[src/rtl/replication_xor_decoder.sv]
// Receive-side decoder/checker for replication_xor pairwise-XNOR vectors.
// Rebuilds {a,b,c,d,e} from row 0 and scans all 25 pair bits against it.
//
// state | meaning
// IDLE  | ready for a vector, outputs hold last result
// CHECK | one pair bit compared per cycle, pairs 0..24
// DONE  | result presented until out_ready
module replication_xor_decoder (
  input  logic        clk,
  input  logic        rst,
  input  logic [24:0] in_vec,
  input  logic        in_pol,
  input  logic        in_valid,
  output logic        in_ready,
  output logic [4:0]  out_word,
  output logic        out_err,
  output logic [4:0]  out_err_cnt,
  output logic [4:0]  out_err_idx,
  output logic        out_valid,
  input  logic        out_ready
);

  typedef enum logic [1:0] {IDLE, CHECK, DONE} state_t;

  state_t      state, state_nxt;
  logic [24:0] vec_q;
  logic [2:0]  row_q;
  logic [2:0]  col_q;
  logic [4:0]  idx_q;
  logic [4:0]  word_in;
  logic [2:0]  row_sel;
  logic [2:0]  col_sel;
  logic        last_pair;
  logic        pair_bad;

  // Row 0 bit (0,j) is ~(a ^ xj), so xj = a ^ ~bit; bit (0,0) only gets checked.
  assign word_in   = {in_pol, {4{in_pol}} ^ ~in_vec[23:20]};
  assign row_sel   = 3'd4 - row_q;
  assign col_sel   = 3'd4 - col_q;
  assign last_pair = (idx_q == 5'd24);
  // vec_q shifts left so the pair under test is always at bit 24.
  assign pair_bad  = vec_q[24] != ~(out_word[row_sel] ^ out_word[col_sel]);

  assign in_ready  = (state == IDLE);
  assign out_valid = (state == DONE);

  always_ff @(posedge clk) begin
    if (rst) state <= IDLE;
    else     state <= state_nxt;
  end

  always_comb begin
    state_nxt = state;
    case (state)
      IDLE:    if (in_valid)  state_nxt = CHECK;
      CHECK:   if (last_pair) state_nxt = DONE;
      DONE:    if (out_ready) state_nxt = IDLE;
      default: state_nxt = IDLE;
    endcase
  end

  always_ff @(posedge clk) begin
    if (rst) begin
      vec_q       <= '0;
      row_q       <= '0;
      col_q       <= '0;
      idx_q       <= '0;
      out_word    <= '0;
      out_err     <= 1'b0;
      out_err_cnt <= '0;
      out_err_idx <= '0;
    end else begin
      case (state)
        IDLE: begin
          if (in_valid) begin
            vec_q       <= in_vec;
            out_word    <= word_in;
            out_err     <= 1'b0;
            out_err_cnt <= '0;
            out_err_idx <= '0;
            row_q       <= '0;
            col_q       <= '0;
            idx_q       <= '0;
          end
        end
        CHECK: begin
          vec_q <= {vec_q[23:0], 1'b0};
          idx_q <= idx_q + 5'd1;
          if (col_q == 3'd4) begin
            col_q <= '0;
            row_q <= row_q + 3'd1;
          end else begin
            col_q <= col_q + 3'd1;
          end
          if (pair_bad) begin
            out_err_cnt <= out_err_cnt + 5'd1;
            if (!out_err) begin
              out_err     <= 1'b1;
              out_err_idx <= idx_q;
            end
          end
        end
        default: ;
      endcase
    end
  end

endmodule

[config.mk]
export PLATFORM = sky130hd
export DESIGN_NAME = replication_xor_decoder
export DESIGN_NICKNAME = d
export VERILOG_FILES = /design/src/rtl/replication_xor_decoder.sv
export SDC_FILE = /design/constraint.sdc
export NUM_CORES = 1
export LEC_CHECK = 0
export CAP_MARGIN = 20
export CELL_PAD_IN_SITES_DETAIL_PLACEMENT = 1
export CELL_PAD_IN_SITES_GLOBAL_PLACEMENT = 2
export CORE_MARGIN = 5
export CORE_UTILIZATION = 31
export CTS_BUF_LIST = sky130_fd_sc_hd__clkbuf_16
export DETAILED_ROUTE_END_ITERATION = 8
export PLACE_DENSITY_LB_ADDON = 0.25
export SYNTH_ARGS = -nofsm -noshare
export SYNTH_HDL_FRONTEND = slang
export SYNTH_SLANG_ARGS = --single-unit
[constraint.sdc]
create_clock -name clk -period 3.55 [get_ports clk]
set_clock_uncertainty 0.2 [all_clocks]
set_input_delay 0.71 -clock clk [delete_from_list [all_inputs] [get_ports clk]]
set_output_delay 0.71 -clock clk [all_outputs]
set_load 0.005 [all_outputs]
# [Yosys cells after proc, flatten, opt, wreduce, memory -nomap -nowiden]
# Index checks and enable logic that the tools add are counted.
[totals] regBits=54 latchBits=0 mem_bits_rw=0 mem_bits_ro=0 output_inout_bits=18 word_cells=65 memories=0
[op_classes] addsub=6 n_mul=0 n_div=0 magnitude_cmp=2 eq_ne=11 shifts=0 muxes=25 bitwise=4 n_reduce_logical=8
[op_table] cell="$pmux W25 S2" n=1
[op_table] cell="$pmux W5 S2" n=3
[op_table] cell="$mux W25" n=1
[op_table] cell="$mux W5" n=4
[op_table] cell="$pmux W3 S2" n=2
[op_table] cell="$add A5 B1 Y5 const B" n=2
[op_table] cell="$ne A2 B2 Y1 const B" n=5
[op_table] cell="$mux W3" n=3
[op_table] cell="$reduce_and A3 Y1" n=3
[op_table] cell="$lt A3 B4 Y1 const B" n=2
[op_table] cell="$add A3 B1 Y3 const B" n=2
[op_table] cell="$bmux W1 S3" n=2
[op_table] cell="$mux W2" n=3
[op_table] cell="$pmux W2 S3" n=1
[op_table] cell="$sub A3 B3 Y3 const A" n=2
[op_table] cell="$eq A5 B5 Y1 const B" n=1
[op_table] cell="$mux W1" n=4
[op_table] cell="$not A4 Y4" n=1
[op_table] cell="$reduce_and A2 Y1" n=2
[op_table] cell="$reduce_and A4 Y1" n=1
[op_table] cell="$xor A4 B4 Y4" n=1
[op_table] cell="$eq A3 B3 Y1 const B" n=1
[op_table] cell="$eq A2 B1 Y1 const B" n=1
[op_table] cell="$eq A2 B2 Y1 const B" n=1
[op_table] cell="other kinds (7)" n=7

# [Depth between registers and ports, before layout]
[depth] depth_word=8 ltp_mapped=9 ltp_nobuf=9

# [Worst setup path after synthesis]
# Ideal clock, no wire load.
[synth_path] kind="register -> register" from="register col_q[0]" to="register out_err_cnt[3]" setup_time_ps=122 arrival_time_ps=2199 required_time_ps=3228 setup_slack_ps=1029 stages_incl_launch_ff=10 path_buffers=0 synth_period_minus_slack_ps=2521 cell_sequence="dfxtp_1 inv_1 ha_1 ha_1 mux2i_1 o22ai_1 o21ai_4 xor2_4 nand2_2 a311o_1"
[synth_via] elab_chain_cells=8
[synth_rtl] element="start, declared" line="28" text="logic [2:0] col_q;"
[synth_rtl] element="start signal, assigned" line="93" text="col_q <= col_q + 3'd1;"
[synth_rtl] element="$sub A3 B3 Y3" line="39" text="assign col_sel = 3'd4 - col_q;"
[synth_rtl] element="$bmux W1 S3" line="42" text="assign pair_bad = vec_q[24] != ~(out_word[row_sel] ^ out_word[col_sel]);"
[synth_rtl] element="$mux W1 (implied by the code)" line="42"
[synth_rtl] element="$xor A1 B1 Y1" line="42"
[synth_rtl] element="$not A1 Y1" line="42"
[synth_rtl] element="$ne A1 B1 Y1" line="42"
[synth_rtl] element="$ne A2 B2 Y1 (no line)"
[synth_rtl] element="$reduce_and A3 Y1 (no line)"
[synth_rtl] element="end signal, assigned" line="96" text="out_err_cnt <= out_err_cnt + 5'd1;"
[synth_rtl] element="end, declared" line="17" text="output logic [4:0] out_err_cnt,"
# No other way between the ends. The select of a mux whose other input is x is not followed.
# A chain may end at the register's enable or synchronous reset.

# [Worst setup path after layout]
# Same ends and word-level chain as after synthesis.

==> summary.md <==
| Metric | Value |
|---|---|
| Post-CTS Hold Fix Bufs | `0` |
| Period utilization | `77.3%` |
| Final period demand of the worst path | `approximately 2700 ps` |
| RR Startpoint | `col_q[0]` |
| Routed wire per std cell | `15.7 um` |
| Worst-Margin Slew | `approximately 760 ps` |
| Die height | `around 100 um` |
| Area of the mapped netlist | `between 2000 and 3000 um^2` |
| Number of clock buffers inserted by TritonCTS | `5` |
| Number of buffers between clock root and the deepest sink | `2` |
| Max cap viols | `0` |
| Wire length of the first global-routing pass | `roughly 11000 um` |
| Post-synthesis sequential area ratio | `a little over two fifths` |
| Static leakage | `between 1 and 1.5 nW` |
| Critical path arrival | `between 2000 and 3000 ps` |
| Synth Instances | `287` |
| Clock slew at the register clock pins of the worst setup and hold paths | `about 70 ps` |
| Die outline width | `~100 um` |
| Cell area after placement | `3070 um^2` |
| Worst-case headroom to the max-slew limit | `49.4%` |
| Largest fanout of any net on the critical path | `9` |
| Buffers on Ports | `47` |
| Power density over the cells | `approximately 430 nW/um^2` |
| Setup repair after global routing missed its margin | `no` |
| Highest ir drop seen on vdd | `about 0.21 mV` |
| Final Wtd Congestion | `around 0.72` |
| Post-Route WL | `~6700 um` |
| Data required time of the worst path | `roughly 3500 ps` |
| Pre-Repair DR Iteration Count | `4` |
| Portion of synthesized cell area occupied by the leading cell type | `between 40% and 50%` |
| Number of levels in the clock H-tree | `2` |
| Timing startpoint of the critical path | `col_q[0]` |
| Worst path cell trace | `inv_1 -> ha_1 -> ha_1 -> mux2i_1 -> o22ai_1 -> o21ai_4 -> xor2_4 -> nand2_2 -> a311o_1` |
| Die Outline Area | `10000 um^2` |
| Source-to-sink clock delay at the later pin of the worst-skew pair | `approximately 290 ps` |
| Number of antenna violations at the first check in global routing | `0` |
| CP Launch Type | `register` |
| Library cell appearing most often on the critical path | `sky130_fd_sc_hd__ha_1` |
| TritonCTS sink count | `54` |
| Layout-stage area growth over the synthesis result | `27.6%` |
| Global-route total usage across every layer | `between 10% and 20%` |
| Destination of the critical timing path | `out_err_cnt[3]` |
| Slowest-stage cell, CP | `sky130_fd_sc_hd__dfxtp_1` |
| HPWL after detailed placement | `~4600 um` |
| Worst stage delay on the critical path | `about 460 ps` |
| Flop and latch count out of synthesis | `54` |
| Number of global-route vias before repair | `~2300` |
| Number of DRC markers after the initial detailed-route iteration | `89` |
| Final ANT Viol Nets | `0` |
| Fin area | `between 3000 and 4000 um^2` |
| Vias per Instance | `5.18` |
| Endpoint type of the worst setup path | `register` |
| Number of distinct library cells after synthesis | `43` |
| Share of final-layout standard cells stronger than drive strength 1 | `under 10%` |
| Post-CTS setup buffer count | `0` |
| Type of the worst setup path | `register to register` |
| Total negative slack for setup checks | `0 ps` |
| Mean cell area of the mapped netlist | `between 8 and 9 um^2` |
| TritonCTS clock tree | `done` |
| Number of placed I/O pins | `48` |
| Clock root buffer | `sky130_fd_sc_hd__clkbuf_16` |
| Largest area contributor in the synthesized netlist | `sky130_fd_sc_hd__dfxtp_1` |
| Post-layout nets | `363` |
| Effective utilization at floorplan | `32.2%` |
| FF-to-FF End | `out_err_cnt[3]` |
| FP Rows | `32` |
| Count of antenna diodes in the layout | `0` |
| Final core utilization | `around two fifths` |
| Maximum clock frequency | `364 MHz` |
| Setup violators final | `0` |
| Synth warnings | `0` |
| Maximum number of pins on one net before global-route repair | `39` |
| Area of the placeable core | `between 7000 and 8000 um^2` |
| Endpoints failing hold | `0` |
| Number of DRC violations after detailed routing | `0` |
| Count of vias placed by the detailed router | `2217` |
| Cell types occupying the most area after synthesis | `sky130_fd_sc_hd__dfxtp_1 43%, sky130_fd_sc_hd__a21oi_1 9.2%, sky130_fd_sc_hd__a22oi_1 6.9%` |
| Reg2reg setup slack | `between 800 and 900 ps` |
| Run status | `complete, no violations` |
| Hold Path Class | `register to register` |
| Global route overflow | `0` |
| Number of cell instances on the worst register-to-register path | `9` |
| # resized after CTS | `0` |
| Syn_nets | `approximately 330` |
| Max Slew Vio Count | `0` |
where the power goes:
part / total [mW] / internal [mW] / switching, mW / leakage, nW
logic: 0.238 / 0.107 / 0.131 / 0.604
clock network: 0.470 / 0.256 / 0.214 / 0.0724
registers: 0.662 / 0.637 / 0.0255 / 0.441
worst max-delay path: cells and delay by family, from the launching register on:
| family | cells | cell delay [ps] |
|---|---|---|
| adder cells (fa/ha/maj) | 2 | 520 |
| flip-flops | 1 | 460 |
| AND/OR/NAND/NOR | 1 | 130 |
| XOR/XNOR | 1 | 290 |
| multiplexers | 1 | 200 |
| buffers and inverters | 1 | 80 |
| AO/OA/AOI/OAI | 3 | 760 |
final cells by class:
cell class | instances | area [um^2]
multi-input cells | 204 | 1330
fillers | 911 | 4600
clock inverters | 3 | 12.5
inverters | 8 | 30.0
clock buffers | 5 | 125
repair buffers | 52 | 503
well taps | 102 | 128
flip-flops and latches | 54 | 1080
cells in the final DEF, fill, tap and decap left out, types with 3 or more instances in the layout:
cell type,n
sky130_fd_sc_hd__dfxtp_1,54
sky130_fd_sc_hd__a21oi_1,46
sky130_fd_sc_hd__clkdlybuf4s50_1,46
sky130_fd_sc_hd__nand2_1,40
sky130_fd_sc_hd__a22oi_1,23
sky130_fd_sc_hd__nand3_1,13
sky130_fd_sc_hd__nor2_1,11
sky130_fd_sc_hd__inv_1,9
sky130_fd_sc_hd__ha_1,8
sky130_fd_sc_hd__o211ai_1,6
sky130_fd_sc_hd__nor3_1,6
sky130_fd_sc_hd__xnor2_1,5
sky130_fd_sc_hd__clkbuf_16,5
sky130_fd_sc_hd__buf_4,5
sky130_fd_sc_hd__o21ai_0,4
sky130_fd_sc_hd__nand4b_1,3
sky130_fd_sc_hd__and3_1,3
metal layers:
layer,track usage (%),routed length (um)
met5,0,0
met4,3.73,57
met3,2.78,277
met2,22.2,3040
met1,19.7,3350
per-stage QoR:
step           setup WS [ps]  cells  total power [mW]  hold WS, ps
2_1_floorplan           1030    287             0.822          233
3_3_place_gp             887    420             0.916          243
3_5_place_dp             777    420             0.918          248
4_1_cts                  772    428              1.39          257
5_1_grt                  600    428              1.45          282
6_report                 806    428              1.37          255
worst min path at each step:
stage	cells past startpoint	slack, ps	end	from
finish	2	250	vec_q[1]	vec_q[1]
global route	2	280	vec_q[3]	vec_q[3]
CTS	2	260	vec_q[22]	vec_q[22]
detailed placement	2	250	vec_q[22]	vec_q[22]
global placement	2	240	vec_q[7]	vec_q[7]
floorplan	2	230	vec_q[23]	vec_q[23]
flip-flops by register name, indices dropped and copies added, names as in the netlist:
register     count
col_q            3
idx_q            5
out_err          1
out_err_cnt      5
out_err_idx      5
out_word         5
row_q            3
state            2
vec_q           25
synthesized netlist by cell type (all sizes together):
cell	count
buf	3
mux2i	3
nor2	12
nand2b	2
nand4b	3
nor3b	1
o21ai	5
ha	8
mux4	1
nand3b	2
a41o	1
nand2	41
xor2	2
nor3	6
nor4	2
a32oi	1
nand3	13
a21oi	46
a311o	2
nor2b	2
o22ai	1
dfxtp	54
nand4	2
a22oi	23
o2111ai	1
a31oi	1
o31ai	1
inv	8
xnor2	8
and4	1
clkbuf	18
or4b	1
o211ai	6
and3	3
and2	1
or2	2
cell families (layout without fill, tap and decap cells):
kind of cell | after synthesis | in the layout | synth area share (%)
flip-flops | 54 | 54 | 43.0
AO/OA/AOI/OAI | 88 | 88 | 22.0
adder cells (fa/ha/maj) | 8 | 8 | 3.99
buffers and inverters | 29 | 68 | 4.38
AND/OR/NAND/NOR | 94 | 94 | 18.0
XOR/XNOR | 10 | 10 | 6.03
multiplexers | 4 | 4 | 2.59
No activity file was read; power rests on OpenSTA's default activity.
